<file path="config.mk">
export PLATFORM = sky130hd
export DESIGN_NAME = estacao_reserva
export DESIGN_NICKNAME = d
export VERILOG_FILES = /design/src/rtl/estacao_reserva.sv
export SDC_FILE = /design/constraint.sdc
export NUM_CORES = 1
export LEC_CHECK = 0
export CORE_UTILIZATION = 52
export CTS_CLUSTER_DIAMETER = 60
export DETAILED_ROUTE_END_ITERATION = 10
export PLACE_DENSITY = 0.8
export SLEW_MARGIN = 20
export SYNTH_ARGS = -nofsm -noshare
export SYNTH_HDL_FRONTEND = slang
export SYNTH_SLANG_ARGS = --single-unit
</file>
<file path="constraint.sdc">
create_clock -name clock -period 2.3 [get_ports clock]
set_input_delay 0.23 -clock clock [delete_from_list [all_inputs] [get_ports clock]]
set_output_delay 0.23 -clock clock [all_outputs]
set_load 0.02 [all_outputs]
</file>
<file path="src/rtl/estacao_reserva.sv">
// rtl/estacao_reserva.sv - two-entry reservation station feeding one arithmetic unit
// Entries wait on producer tags, snoop the CDB, dispatch in index order and broadcast their result.
module estacao_reserva #(
  parameter int LARGURA = 16
) (
  input  logic               clock,
  input  logic               resetn,
  input  logic               emite,
  output logic               livre,
  input  logic [2:0]         op_in,
  input  logic [LARGURA-1:0] vj,
  input  logic [LARGURA-1:0] vk,
  input  logic [2:0]         qj,
  input  logic [2:0]         qk,
  input  logic [2:0]         tag_in,
  input  logic               cdb_valido,
  input  logic [2:0]         cdb_tag,
  input  logic [LARGURA-1:0] cdb_dado,
  output logic [2:0]         op,
  output logic [LARGURA-1:0] dado1,
  output logic [LARGURA-1:0] dado2,
  input  logic [LARGURA-1:0] resultado,
  output logic               pede_cdb,
  output logic [2:0]         saida_tag,
  output logic [LARGURA-1:0] saida_dado,
  input  logic               cdb_concede
);

  typedef enum logic [1:0] {OCIOSO, EXECUTA, ESPERA_CDB} estado_t;

  estado_t estado, proximo;

  logic [1:0]         ocupada;
  logic [1:0]         executando;
  logic [2:0]         op_e  [2];
  logic [LARGURA-1:0] vj_e  [2];
  logic [LARGURA-1:0] vk_e  [2];
  logic [2:0]         qj_e  [2];
  logic [2:0]         qk_e  [2];
  logic [2:0]         tag_e [2];
  logic               sel;

  logic       cdb_ativo;
  logic       emite_ok;
  logic       idx_livre;
  logic [1:0] pronta;
  logic       idx_pronta;
  logic       despacha;
  logic       transmite;
  logic       libera;

  // A tag of zero means "no producer", so it never matches a waiting operand.
  assign cdb_ativo  = cdb_valido && (cdb_tag != 3'd0);
  assign livre      = ~(ocupada[0] & ocupada[1]);
  assign emite_ok   = emite && livre && (op_in != 3'd0) && (op_in <= 3'd4) && (tag_in != 3'd0);
  assign idx_livre  = ocupada[0];
  assign pronta[0]  = ocupada[0] && !executando[0] && (qj_e[0] == 3'd0) && (qk_e[0] == 3'd0);
  assign pronta[1]  = ocupada[1] && !executando[1] && (qj_e[1] == 3'd0) && (qk_e[1] == 3'd0);
  assign idx_pronta = ~pronta[0];

  always_ff @(posedge clock or negedge resetn) begin
    if (!resetn) estado <= OCIOSO;
    else         estado <= proximo;
  end

  always_comb begin
    proximo = estado;
    case (estado)
      OCIOSO:     if (|pronta) proximo = EXECUTA;
      EXECUTA:    proximo = ESPERA_CDB;
      ESPERA_CDB: if (cdb_concede) proximo = OCIOSO;
      default:    proximo = OCIOSO;
    endcase
  end

  always_comb begin
    despacha  = 1'b0;
    transmite = 1'b0;
    libera    = 1'b0;
    case (estado)
      OCIOSO:     despacha  = |pronta;
      EXECUTA:    transmite = 1'b1;
      ESPERA_CDB: libera    = cdb_concede;
      default:    ;
    endcase
  end

  // The freed entry (sel) is always occupied while the issue target is free, so they never collide.
  always_ff @(posedge clock or negedge resetn) begin
    if (!resetn) begin
      ocupada    <= 2'b00;
      executando <= 2'b00;
      for (int i = 0; i < 2; i++) begin
        op_e[i]  <= 3'd0;
        vj_e[i]  <= '0;
        vk_e[i]  <= '0;
        qj_e[i]  <= 3'd0;
        qk_e[i]  <= 3'd0;
        tag_e[i] <= 3'd0;
      end
    end else begin
      for (int i = 0; i < 2; i++) begin
        if (ocupada[i] && cdb_ativo && (qj_e[i] == cdb_tag)) begin
          vj_e[i] <= cdb_dado;
          qj_e[i] <= 3'd0;
        end
        if (ocupada[i] && cdb_ativo && (qk_e[i] == cdb_tag)) begin
          vk_e[i] <= cdb_dado;
          qk_e[i] <= 3'd0;
        end
        if (emite_ok && (idx_livre == 1'(i))) begin
          ocupada[i]    <= 1'b1;
          executando[i] <= 1'b0;
          op_e[i]       <= op_in;
          tag_e[i]      <= tag_in;
          if (cdb_ativo && (qj == cdb_tag)) begin
            vj_e[i] <= cdb_dado;
            qj_e[i] <= 3'd0;
          end else begin
            vj_e[i] <= vj;
            qj_e[i] <= qj;
          end
          if (cdb_ativo && (qk == cdb_tag)) begin
            vk_e[i] <= cdb_dado;
            qk_e[i] <= 3'd0;
          end else begin
            vk_e[i] <= vk;
            qk_e[i] <= qk;
          end
        end
        if (despacha && (idx_pronta == 1'(i))) executando[i] <= 1'b1;
        if (libera && (sel == 1'(i))) begin
          ocupada[i]    <= 1'b0;
          executando[i] <= 1'b0;
        end
      end
    end
  end

  // Op is a one-cycle pulse; operands and the broadcast payload hold until overwritten.
  always_ff @(posedge clock or negedge resetn) begin
    if (!resetn) begin
      op         <= 3'd0;
      dado1      <= '0;
      dado2      <= '0;
      sel        <= 1'b0;
      pede_cdb   <= 1'b0;
      saida_tag  <= 3'd0;
      saida_dado <= '0;
    end else begin
      op <= despacha ? op_e[idx_pronta] : 3'd0;
      if (despacha) begin
        dado1 <= vj_e[idx_pronta];
        dado2 <= vk_e[idx_pronta];
        sel   <= idx_pronta;
      end
      if (transmite) begin
        pede_cdb   <= 1'b1;
        saida_tag  <= tag_e[sel];
        saida_dado <= resultado;
      end else if (libera) begin
        pede_cdb <= 1'b0;
      end
    end
  end

endmodule

</file>
# Yosys cells after proc, flatten, opt, wreduce, memory -nomap -nowiden
# Cells that the tools add are included.
word_totals:
  output_inout_bits: 56
  register_bits: 150
  input_bits: 84
op_classes:
  bitwise_logic: 7
  n_mux: 51
  reduce_logical: 46
  eq_ne: 10
  order_cmp: 3
op_table:
  columns: ["op", "count"]
  rows:
  - ["16-bit 2-to-1 mux", 16]
  - ["3-bit 2-to-1 mux", 17]
  - ["1-bit logical AND", 25]
  - ["3-bit == test", 6]
  - ["1-bit 2-to-1 mux", 15]
  - ["3-bit nonzero test", 5]
  - ["2-bit nonzero test", 7]
  - ["3-bit zero test", 4]
  - ["2-bit case mux with 3 select lines", 1]
  - ["2-bit greater-or-equal comparator, second input constant", 2]
  - ["2-bit 2-to-1 mux", 2]
  - ["2-bit inequality test, second input constant", 2]
  - ["1-bit inverter", 4]
  - ["1-bit inverter with 2-bit output", 2]
  - ["3-bit <= comparator, second input constant", 1]
  - ["2-bit by 1-bit == test with 1-bit output, second input constant", 1]
  - ["2-bit == test, second input constant", 1]
  - ["1-bit zero test", 2]
  - ["2-bit zero test", 1]
  - ["2-bit AND reduction", 1]
  - ["2-bit OR reduction", 1]
  - ["1-bit bitwise AND", 1]

# Longest topological paths before layout
logic_depth:
  ltp_word: 10
  depth_mapped: 8
  ltp_nobuf: 6

# Worst setup path before layout
# Ideal clock, no wire load.
synth_timing:
  kind: "register to register"
  start: "reg qj_e[5] (netlist bit)"
  end: "reg dado1[2]"
  arrival_time_ns: 1.719
  path_slack_ns: 0.457
  path_stages_with_launch: 8
  path_cell_list: "dfrtp_1 -> nor4_2 -> nand2_2 -> nor3_2 -> nor2_1 -> inv_2 -> buf_4 -> mux2_2"
synth_between:
  elab_chain_len: 8
synth_lines:
  columns: ["item", "line", "rtl"]
  rows:
  - ["start: declaration", "38", "logic [2:0] qj_e [2];"]
  - ["start signal: indexed assignment", "121", "qj_e[i] <= qj;"]
  - ["3-bit zero test (*)", "57", "assign pronta[0] = ocupada[0] && !executando[0] && (qj_e[0] == 3'd0) && (qk_e[0] == 3'd0);"]
  - ["1-bit logical AND (*) (2 in series)", "57", null]
  - ["1-bit inverter", "59", "assign idx_pronta = ~pronta[0];"]
  - ["1-bit inverter with 2-bit output (not written as such)", "153", "dado1 <= vj_e[idx_pronta];"]
  - ["16-bit 2-to-1 mux (not written as such) (3 in series)", "153", null]
  - ["end signal: assignment", "153", null]
  - ["end: declaration", "20", "output logic [LARGURA-1:0] dado1,"]
# Every way passes the cells marked *; elsewhere a longest branch is shown, timed or not. The select of a mux whose other input is x is not followed.
# A chain may end at the register's enable or synchronous reset.

# Worst setup path after layout
layout_timing:
  start: "reg ocupada[0]"
  end: "reg dado1[15]"
layout_between:
  elab_chain_len: 8
layout_lines:
  columns: ["item", "line", "rtl"]
  rows:
  - ["start: declaration", "33", "logic [1:0] ocupada;"]
  - ["start signal: assignment", "91", "ocupada <= 2'b00;"]
  - ["start signal: indexed assignment", "112", "ocupada[i] <= 1'b1;"]
  - ["start signal: indexed assignment", "133", "ocupada[i] <= 1'b0;"]
  - ["1-bit logical AND (*) (3 in series)", "57", null]
  - ["1-bit inverter", "59", null]
  - ["1-bit inverter with 2-bit output (not written as such)", "153", null]
  - ["16-bit 2-to-1 mux (not written as such) (3 in series)", "153", null]
# Marked as above.

==> results.yml <==
synthesis:
  synth_area_leader_cell: "dfrtp_1"
  ys_warn_count: 0
  ys_async_sr_fraction_pct: 100
  synth.distinct_cells: 42
  synth_area_leaders: "dfrtp_1 54%, mux2_2 11%, o221a_2 8.5%, or3_1 5.7%, mux2_1 2.7%"
  netlist_top_cells_count: "150 x dfrtp_1, 69 x mux2_2, 64 x or3_1"
  synthFlopType: "dfrtp_1"
  synth-seq-cells: 150
  yosys.area.top_type_share_pct: 53.8
  ys_seq_area_share_pct: 53.8
  syn_area_um2: 6980
  synthesis.nets: 625
  yosysMostFrequentCell: "dfrtp_1"
  synth_edf_count: 0
  syn_inst: 541
  syn_area_per_cell_um2: 12.9
setup_path:
  required_ns: 2.60
  critical_path.max_fanout: 33
  arrival_ns: 2.37
  start_kind: "register"
  regToRegStartpoint: "ocupada[0]"
  crit_type: "register to register"
  end_kind: "register"
  critPathLaunch: "ocupada[0]"
timing:
  rsz0062_at_grt: "false"
  final_max_slew_viol_count: 0
  final.min_clock_period_ns: 2.07
  whs_ns: 0.334
  slew_headroom_pct: 63.7
  hold_violations: 0
  report.final.setup_viol: 0
  timing.fmax_ghz: 0.484
  fin_crit_sh_pct: 89.9
  tightest_slew_ns: 0.543
  final.setup_skew_ns: 0.00740
  tns_ns: 0
grt:
  grt_pass1_vias: 5650
  antenna_found_initial: 0
  grt-ovfl-total: 0
  grt_start_max_net_pins: 62
  grt_pass1_wl_um: 29500
  grtUsageTotal_pct: 27.1
final_layout:
  nNetsFinal: 771
  area_growth_pct: 32.8
  diodes: 0
  instances_no_fill: 872
  drive_above_1_share_pct: 28.1
route:
  via_per_inst: 5.98
  ant_nets: 0
  num_vias: 5215
  routed_wl_um: 17500
  routedWlPerCell_um: 20.1
  remaining_drc_errors: 0
  first_pass_iters: 5
  dr.first_iter.drc_count: 432
floorplan:
  io_pins: 140
  rows: 41
  dieWidth_um: 118
  initial_core_util_pct: 54.2
  core-area_um2: 12900
  die_h_um: 118
  die_area_um2: 13900
power:
  power_leakage_nw: 3.70
  powerDensity_nw_per_um2: 1420
  peakVddDrop_v: 0.000883
cts:
  htreeDepth: 4
  cts_max_path_buffers: 2
  cts_tree: "yes"
  worstSkewPairLatency_ns: 0.42
  root_buffer: "clkbuf_16"
  cts_buffers: 17
  clk_pin_slew_worst_paths_ns: 0.06
  cts_setup_buffers: 0
  cts.sinks: 150
placed_design:
  dp_hpwl_um: 12000
  dp_cells: 839
  gp_congestion: 0.907
  numPortBuffers: 139
status:
  status: "completed"
job:
  max_cap_violations: 0
min_path:
  hp-class: "primary input to async pin"
==> cell type report <==
| cell class | count | area (um^2) |
|---|---|---|
| inverters | 2 | 7.51 |
| clock inverters | 12 | 199 |
| flip-flops and latches | 150 | 3750 |
| multi-input cells | 349 | 2990 |
| well taps | 172 | 215 |
| fillers | 882 | 3600 |
| repair buffers | 167 | 1660 |
| clock buffers | 20 | 447 |
==> per-stage QoR <==
step                      cell area, um^2  util (%)  setup WS, ns  power, mW
final                                9270      72.0         0.232       13.2
after global routing                 9270      72.0        0.0525       13.9
after CTS                            9270      72.0         0.113       13.3
after detailed placement             8610      66.9       -0.0407       10.2
after global placement               8610      66.9        0.0323       9.95
after floorplan                      6980         -         0.457       8.09
==> cell families after synthesis <==
| family | count (synthesis) | share of synthesized area [%] |
|---|---|---|
| AO/OA/AOI/OAI | 92 | 13.7 |
| XOR/XNOR | 18 | 2.37 |
| AND/OR/NAND/NOR | 147 | 12.1 |
| multiplexers | 92 | 14.7 |
| flip-flops | 150 | 53.8 |
| buffers and inverters | 42 | 3.39 |
==> registers in the layout, indices dropped and copies added (netlist names), 2 cells and up <==
name / count
saida_tag: 3
tag_e: 6
vk_e: 32
ocupada: 2
saida_dado: 16
op: 3
vj_e: 32
qj_e: 6
estado: 2
qk_e: 6
op_e: 6
executando: 2
dado2: 16
dado1: 16
==> path summary, 6_finish.rpt <==
kind	to	slack (ns)	cells past startpoint
worst max-delay path	dado1[15]	0.23	7
worst min-delay path	dado1[15]	0.33	2
worst max register to register	dado1[15]	0.23	7
worst min register to register	op_e[0]	0.48	2
max in group asynchronous	saida_dado[10]	1.15	3
min in group clock	tag_e[2]	0.40	3
==> where the power goes <==
group / switching [mW] / internal, mW / leakage, nW / total [mW]
logic: 2.40 / 3.01 / 1.66 / 5.41
clock network: 1.08 / 1.96 / 0.315 / 3.03
registers: 0.824 / 3.95 / 1.73 / 4.77
total: 4.30 / 8.92 / 3.70 / 13.2
==> metal layers <==
layer / GRT usage (%) / vias to the layer above / share of wire, %
li1: - / 2340 / -
met1: 36.4 / 2658 / 44
met2: 42.9 / 192 / 49
met3: 6.06 / 25 / 5.7
met4: 10.0 / 0 / 1.7
met5: 0 / - / 0
==> critical path, stage by stage (launching register included) <==
cell and delay [ns]:
dfrtp_2 0.51, nor4b_2 0.27, nand2_2 0.13, nor3_2 0.19, nor2_1 0.14, inv_2 0.09, buf_12 0.22, mux2_2 0.37
==> what timing repair did <==
action,CTS,global route
setup endpoints to repair,0,32
endpoints found under the hold margin,51,0
resized for setup,0,1
hold buffers,1,0
==> cell usage in the layout (no fill, tap or decap), types with 2 or more instances in the layout <==
cell type        Yosys  routed
nand2_2              3       3
mux2_1              17      17
a21boi_4             2       2
nor3_1               7       7
nand2_1             30      30
a22o_1               2       2
nand3_1             10      10
buf_4                3      23
bufinv_16            0       5
clkbuf_16            0      17
clkinv_2             0       3
clkdlybuf4s50_1      0     138
nor4_1               4       4
a32o_1               6       6
clkbuf_1             8       2
nor2_1              18      18
mux2i_1              6       6
mux2_2              69      69
o21ai_0              7       7
dfrtp_1            150     149
or3_1               64      64
nor4_4               2       2
inv_6                0       2
buf_12               0       4
a21oi_1              6       6
xor2_1              17      17
o221a_1             11      11
o221a_2             53      53
Note: power is estimated with default switching activity, not from simulation.
